`src/rtl/hangman_pkg.sv`:
```
// -----------------------------------------------------------------------------
// hangman_pkg
// Shared definitions for the hangman auto-player: game status codes as seen on
// the game's game_output bus, the idle letter code, and the player FSM state
// encoding.
// -----------------------------------------------------------------------------
package hangman_pkg;

  // Status codes reported by the hangman game
  localparam logic [1:0] GAME_PLAY    = 2'd0;
  localparam logic [1:0] GAME_LOSE    = 2'd1;
  localparam logic [1:0] GAME_WIN     = 2'd2;
  localparam logic [1:0] GAME_ILLEGAL = 2'd3;

  // Letter presented to the game whenever no guess is being made (ASCII space)
  localparam logic [6:0] LETTER_IDLE = 7'h20;

  // Player FSM states
  typedef enum logic [2:0] {
    ST_IDLE  = 3'd0,
    ST_GRST  = 3'd1,
    ST_GUESS = 3'd2,
    ST_WAIT  = 3'd3,
    ST_DONE  = 3'd4
  } state_t;

endpackage

```
`src/rtl/hangman_guess_rom.sv`:
```
// -----------------------------------------------------------------------------
// hangman_guess_rom
// Combinational table of guess letters in English letter-frequency order.
// Every letter appears exactly once, so walking the index upward never repeats
// a guess within a game. Unused indices return the idle letter.
//
// Ports:
//   i_idx    in  5  guess index (0 = first guess)
//   o_letter out 7  lowercase ASCII letter for that index, space for 26..31
// -----------------------------------------------------------------------------
module hangman_guess_rom
  import hangman_pkg::*;
(
  input  logic [4:0] i_idx,
  output logic [6:0] o_letter
);

  // Frequency-ordered lookup: e t a o i n s h r d l u c m f w y p v b g k q j x z
  always_comb begin
    o_letter = LETTER_IDLE;
    case (i_idx)
      5'd0:    o_letter = 7'h65; // e
      5'd1:    o_letter = 7'h74; // t
      5'd2:    o_letter = 7'h61; // a
      5'd3:    o_letter = 7'h6F; // o
      5'd4:    o_letter = 7'h69; // i
      5'd5:    o_letter = 7'h6E; // n
      5'd6:    o_letter = 7'h73; // s
      5'd7:    o_letter = 7'h68; // h
      5'd8:    o_letter = 7'h72; // r
      5'd9:    o_letter = 7'h64; // d
      5'd10:   o_letter = 7'h6C; // l
      5'd11:   o_letter = 7'h75; // u
      5'd12:   o_letter = 7'h63; // c
      5'd13:   o_letter = 7'h6D; // m
      5'd14:   o_letter = 7'h66; // f
      5'd15:   o_letter = 7'h77; // w
      5'd16:   o_letter = 7'h79; // y
      5'd17:   o_letter = 7'h70; // p
      5'd18:   o_letter = 7'h76; // v
      5'd19:   o_letter = 7'h62; // b
      5'd20:   o_letter = 7'h67; // g
      5'd21:   o_letter = 7'h6B; // k
      5'd22:   o_letter = 7'h71; // q
      5'd23:   o_letter = 7'h6A; // j
      5'd24:   o_letter = 7'h78; // x
      5'd25:   o_letter = 7'h7A; // z
      default: o_letter = LETTER_IDLE;
    endcase
  end

endmodule

```
`src/rtl/hangman_player.sv`:
```
// -----------------------------------------------------------------------------
// hangman_player
// Automatic guesser for the hangman game. On each accepted start it pulses the
// game's reset for one cycle, then alternates a one-cycle guess with a
// RESP_LAT-cycle wait, sampling game_output at the end of each wait, until the
// game reports WIN/LOSE/illegal or the guess budget is used up.
//
// Parameters:
//   MAX_GUESSES  guess budget per game (1..26)
//   RESP_LAT     cycles between a guess cycle and sampling game_output (>= 1)
//
// Ports:
//   clk           in   1  rising-edge clock
//   rst           in   1  asynchronous active-high reset
//   start         in   1  begin a new game; honoured only in IDLE or DONE
//   game_output   in   2  game status (0 PLAY, 1 LOSE, 2 WIN, 3 illegal)
//   wrong_guesses in   3  game's wrong-guess count, latched on entering DONE
//   letter        out  7  ASCII guess to the game, space when not guessing
//   game_rst      out  1  one-cycle game reset per accepted start
//   busy          out  1  game in progress
//   done          out  1  game finished; held until next start or rst
//   won           out  1  game ended with WIN (valid while done)
//   err           out  1  game ended on an illegal status (valid while done)
//   guess_count   out  5  guesses issued in the current or last game
//   final_wrong   out  3  wrong_guesses latched on entering DONE
// -----------------------------------------------------------------------------
module hangman_player
  import hangman_pkg::*;
#(
  parameter int MAX_GUESSES = 26,
  parameter int RESP_LAT    = 1
) (
  input  logic       clk,
  input  logic       rst,
  input  logic       start,
  input  logic [1:0] game_output,
  input  logic [2:0] wrong_guesses,
  output logic [6:0] letter,
  output logic       game_rst,
  output logic       busy,
  output logic       done,
  output logic       won,
  output logic       err,
  output logic [4:0] guess_count,
  output logic [2:0] final_wrong
);

  // Wide enough to hold RESP_LAT-1; at least one bit.
  localparam int CNT_W = (RESP_LAT > 1) ? $clog2(RESP_LAT) : 1;

  state_t             r_state;
  logic [6:0]         r_letter;
  logic               r_game_rst;
  logic               r_busy;
  logic               r_done;
  logic               r_won;
  logic               r_err;
  logic [4:0]         r_guess_count;
  logic [2:0]         r_final_wrong;
  logic [CNT_W-1:0]   r_wait_cnt;

  state_t             w_state_nxt;
  logic [6:0]         w_letter_nxt;
  logic               w_game_rst_nxt;
  logic               w_busy_nxt;
  logic               w_done_nxt;
  logic               w_won_nxt;
  logic               w_err_nxt;
  logic [4:0]         w_guess_count_nxt;
  logic [2:0]         w_final_wrong_nxt;
  logic [CNT_W-1:0]   w_wait_cnt_nxt;
  logic               w_finish;
  logic [6:0]         w_rom_letter;

  // The ROM is addressed by the count of guesses already made, which is the
  // index of the next guess whenever a GUESS state is being entered.
  hangman_guess_rom u_rom (
    .i_idx    (r_guess_count),
    .o_letter (w_rom_letter)
  );

  // State and registered-output update
  always_ff @(posedge clk or posedge rst) begin
    if (rst) begin
      r_state       <= ST_IDLE;
      r_letter      <= LETTER_IDLE;
      r_game_rst    <= 1'b0;
      r_busy        <= 1'b0;
      r_done        <= 1'b0;
      r_won         <= 1'b0;
      r_err         <= 1'b0;
      r_guess_count <= 5'd0;
      r_final_wrong <= 3'd0;
      r_wait_cnt    <= CNT_W'(0);
    end else begin
      r_state       <= w_state_nxt;
      r_letter      <= w_letter_nxt;
      r_game_rst    <= w_game_rst_nxt;
      r_busy        <= w_busy_nxt;
      r_done        <= w_done_nxt;
      r_won         <= w_won_nxt;
      r_err         <= w_err_nxt;
      r_guess_count <= w_guess_count_nxt;
      r_final_wrong <= w_final_wrong_nxt;
      r_wait_cnt    <= w_wait_cnt_nxt;
    end
  end

  // Next-state and next-output decode. Outputs are computed for the state
  // being entered so that every port comes straight from a flop.
  always_comb begin
    w_state_nxt       = r_state;
    w_letter_nxt      = LETTER_IDLE;
    w_game_rst_nxt    = 1'b0;
    w_busy_nxt        = r_busy;
    w_done_nxt        = r_done;
    w_won_nxt         = r_won;
    w_err_nxt         = r_err;
    w_guess_count_nxt = r_guess_count;
    w_final_wrong_nxt = r_final_wrong;
    w_wait_cnt_nxt    = r_wait_cnt;
    w_finish          = 1'b0;

    case (r_state)
      ST_IDLE, ST_DONE: begin
        if (start) begin
          w_state_nxt       = ST_GRST;
          w_game_rst_nxt    = 1'b1;
          w_busy_nxt        = 1'b1;
          w_done_nxt        = 1'b0;
          w_won_nxt         = 1'b0;
          w_err_nxt         = 1'b0;
          w_guess_count_nxt = 5'd0;
        end else begin
          w_state_nxt = r_state;
        end
      end

      ST_GRST: begin
        w_state_nxt  = ST_GUESS;
        w_letter_nxt = w_rom_letter;
      end

      ST_GUESS: begin
        w_state_nxt       = ST_WAIT;
        w_guess_count_nxt = r_guess_count + 5'd1;
        w_wait_cnt_nxt    = CNT_W'(RESP_LAT - 1);
      end

      ST_WAIT: begin
        if (r_wait_cnt != CNT_W'(0)) begin
          w_wait_cnt_nxt = r_wait_cnt - CNT_W'(1);
        end else begin
          case (game_output)
            GAME_WIN: begin
              w_finish  = 1'b1;
              w_won_nxt = 1'b1;
            end
            GAME_LOSE: begin
              w_finish  = 1'b1;
              w_won_nxt = 1'b0;
            end
            GAME_ILLEGAL: begin
              w_finish  = 1'b1;
              w_won_nxt = 1'b0;
              w_err_nxt = 1'b1;
            end
            default: begin
              // Still in play: stop only when the budget is spent
              if (r_guess_count == 5'(MAX_GUESSES)) begin
                w_finish  = 1'b1;
                w_won_nxt = 1'b0;
              end else begin
                w_state_nxt  = ST_GUESS;
                w_letter_nxt = w_rom_letter;
              end
            end
          endcase
        end
      end

      default: begin
        w_state_nxt = ST_IDLE;
        w_busy_nxt  = 1'b0;
      end
    endcase

    // Common DONE entry from any of the terminating WAIT outcomes
    if (w_finish) begin
      w_state_nxt       = ST_DONE;
      w_busy_nxt        = 1'b0;
      w_done_nxt        = 1'b1;
      w_final_wrong_nxt = wrong_guesses;
    end else begin
      w_final_wrong_nxt = r_final_wrong;
    end
  end

  assign letter      = r_letter;
  assign game_rst    = r_game_rst;
  assign busy        = r_busy;
  assign done        = r_done;
  assign won         = r_won;
  assign err         = r_err;
  assign guess_count = r_guess_count;
  assign final_wrong = r_final_wrong;

endmodule

```
`config.mk`:
```
export PLATFORM = sky130hd
export DESIGN_NAME = hangman_player
export DESIGN_NICKNAME = d
export VERILOG_FILES = /design/src/rtl/hangman_pkg.sv /design/src/rtl/hangman_guess_rom.sv /design/src/rtl/hangman_player.sv
export SDC_FILE = /design/constraint.sdc
export NUM_CORES = 1
export LEC_CHECK = 0
export ABC_AREA = 1
export CAP_MARGIN = 20
export CORE_UTILIZATION = 49
export DETAILED_ROUTE_END_ITERATION = 8
export PLACE_DENSITY = 0.81
export SLEW_MARGIN = 20
export SYNTH_ARGS = -nofsm -noshare
export SYNTH_HDL_FRONTEND = slang
export SYNTH_SLANG_ARGS = --single-unit
```
`constraint.sdc`:
```
create_clock -name clk -period 2 [get_ports clk]
set_clock_uncertainty 0.2 [all_clocks]
set_input_delay 0.4 -clock clk [delete_from_list [all_inputs] [get_ports clk]]
set_output_delay 0.4 -clock clk [all_outputs]
set_load 0.01 [all_outputs]
```
==> metrics.yaml <==
run_status: "finished, final reports clean"
sinks_on_the_clock_net: 22
final_hpwl_dp_um: 1940
post_drt_via_cell_ratio: 5.33
filler_cell_count: 221
synth.top_cells.by_area: "dfrtp_1 43%, nand2_1 8.3%, ha_1 7.9%"
summed_negative_setup_slack_over_all_endpoints_ns: 0
dr_wl_met3_um: 109
worst_path_dominant_cell_family: "buffers and inverters"
highest_layer: "met4"
std_cell_rows: 18
layout_commonest_cell: "nand2_1"
min_period_over_period_pct: 96.6
crit_buf_inv: 1
synth_seq_cells: 22
tritoncts: "yes"
largest_net_degree_at_the_start_of_global_routing: 23
initial_antenna_violation_count: 0
core_area_um2: 2480
r2r-start: "guess_count[0]"
mappedNetlistNets: 167
post_placement_cell_count: 208
area_delta_synth_final_pct: 29.3
crit_start: "guess_count[1]"
met2RoutedLength_um: 1400
clockBufferDepth: 2
cts_made_buffers: 3
multi_input_comb_area_um2: 618
syn-mean-instance-area_um2: 8.44
synth_area_leader_cell: "dfrtp_1"
max_freq_ghz: 0.517
avgRoutedWirePerCell_um: 12.4
timing_worst_setup_path_type: "reg -> out"
finish.utilization_pct: 66.5
gp_congestion: 0.864
ys_warn_count: 0
unrepaired_setup_endpoints_after_global_routing: "no"
max-cap-violations: 0
worstPathRequired_ns: 1.40
post-place-ws_ns: 0.175
grt_pass1_vias: 1030
die_h_um: 53.0
most_used_cells_in_the_layout_excluding_fill_and_tap_cells: "28 x nand2_1, 26 x clkdlybuf4s50_1, 19 x dfrtp_1"
synth_top_area_share_pct: 43.2
slowest_library_cell_on_the_worst_path: "clkdlybuf4s50_1"
n_antenna_cell: 0
critical_path_arrival_ns: 1.33
detail_route.wirelength_um: 2660
detailroute.via_count: 1140
end_kind: "primary output"
number_of_search_and_repair_iterations_in_the_first_detailed_routing_pass: 4
design.portCount: 28
die_area_um2: 2810
ant_nets: 0
final_critical_path_setup_slack_ns: 0.0673
timing_max_transition_violations_final: 0
floorplan.die.width_um: 53.0
power.total_mw: 2.64
p_leak_nw: 0.807
critPathMaxFanout: 8
drive_above_1_share_pct: 20.7
placement.io_buffers: 26
floorplan.initialDensity_pct: 51.4
cellPowerDensity_nw_per_um2: 1600
min-delay-path-class: "in -> async"
setup.worst_path.start_class: "flop"
path_clk_slew_ns: 0.12
insertion_delay_ns: 0.30
wl_met1_um: 1130
layout.area.seq_um2: 554
ir_worst_vdd_uv: 1130
time_the_worst_path_needs_with_i_o_delays_and_setup_ns: 1.93
hold_viol: 0
finalNonFillerCells: 214
critical_path.max_stage_delay_ns: 0.56
drcViolationCount: 0
post_synth_num_cell_types: 27
setup-violations-final: 0
grt_pass1_wl_um: 4460
netlist_area_um2: 1270
timing.critical_path.cells: "clkdlybuf4s50_1"
synth_cells: 151
drt-initial-drc-count: 39
globalRouteTotalUtil_pct: 21.8
cts.htree.levels: 1
synth_sequential_area_ratio_pct: 43.2
design.final.nets: 201
cts-root-buf: "clkbuf_4"
global_route.overflow_total: 0
==> final cells by class <==
class	instances	share of cell area (%)
clock buffer	3	1.37
clock inverter	1	1.82
inverter	21	4.79
multi-input combinational	105	37.5
sequential	22	33.7
tap	30	2.28
timing repair buffer	32	18.5
==> metal layers <==
layer  vias to the layer above  GRT usage [%]
met4                         0           7.46
li1                        549              -
met2                        41           36.9
met5                         -              0
met1                       546           27.7
met3                         4           3.74
==> cells in the mapped netlist <==
cell type,number
nor2_1,12
nand2_1,28
nand2_2,7
nor3_1,1
dfrtp_1,22
nor2_8,1
o211ai_1,2
o21ai_1,2
o21ai_2,3
a21oi_2,1
o32ai_1,1
o21ai_0,8
ha_1,8
nor2_2,3
clkinv_1,1
buf_4,2
inv_2,5
nand3_2,3
a32o_1,1
inv_1,15
nand2_4,1
nand3_1,11
conb_1,1
buf_6,1
xor2_1,1
a21oi_1,8
o22ai_1,2
==> timing repair <==
action	CTS	global route
hold buffers	0	0
resized for setup	1	3
setup endpoints to repair	1	4
setup buffers	0	2
==> sequential cells by signal (all words and copies together), names as in the netlist <==
register	count
done	1
game_rst	1
letter	6
final_wrong	3
won	1
err	1
r_state	3
busy	1
guess_count	5
==> report_power, final <==
group	switching, mW	internal (mW)
Sequential	0.146	0.629
Clock	0.135	0.202
Combinational	0.866	0.663
==> path summary, 6_finish.rpt <==
check,end,slack [ns],cells after the start
worst max register to register,busy,0.23,11
worst max-delay path,guess_count[1],0.07,1
max in group asynchronous,guess_count[1],1.14,3
min in group clk,final_wrong[2],0.28,2
worst min-delay path,letter[4],0.23,3
worst min register to register,final_wrong[2],0.28,2
==> cell families (layout without fill, tap and decap cells) <==
kind of cell	after synthesis	in the layout	share of synthesized area, %
simple gates	67	67	26.2
other cells	1	1	0.294
xor+xnor	1	1	0.688
fa+ha+maj	8	8	7.86
compound gates	28	28	13.5
flops	22	22	43.2
buf+inv	24	57	8.25
==> through the flow <==
stage                     hold WS (ns)  cell area, um2
after global routing             0.268            1650
after CTS                        0.252            1630
after detailed placement         0.258            1580
after global placement           0.257            1580
after floorplan                  0.189            1270
final                            0.232            1650
No activity file was read; power rests on OpenSTA's default activity.
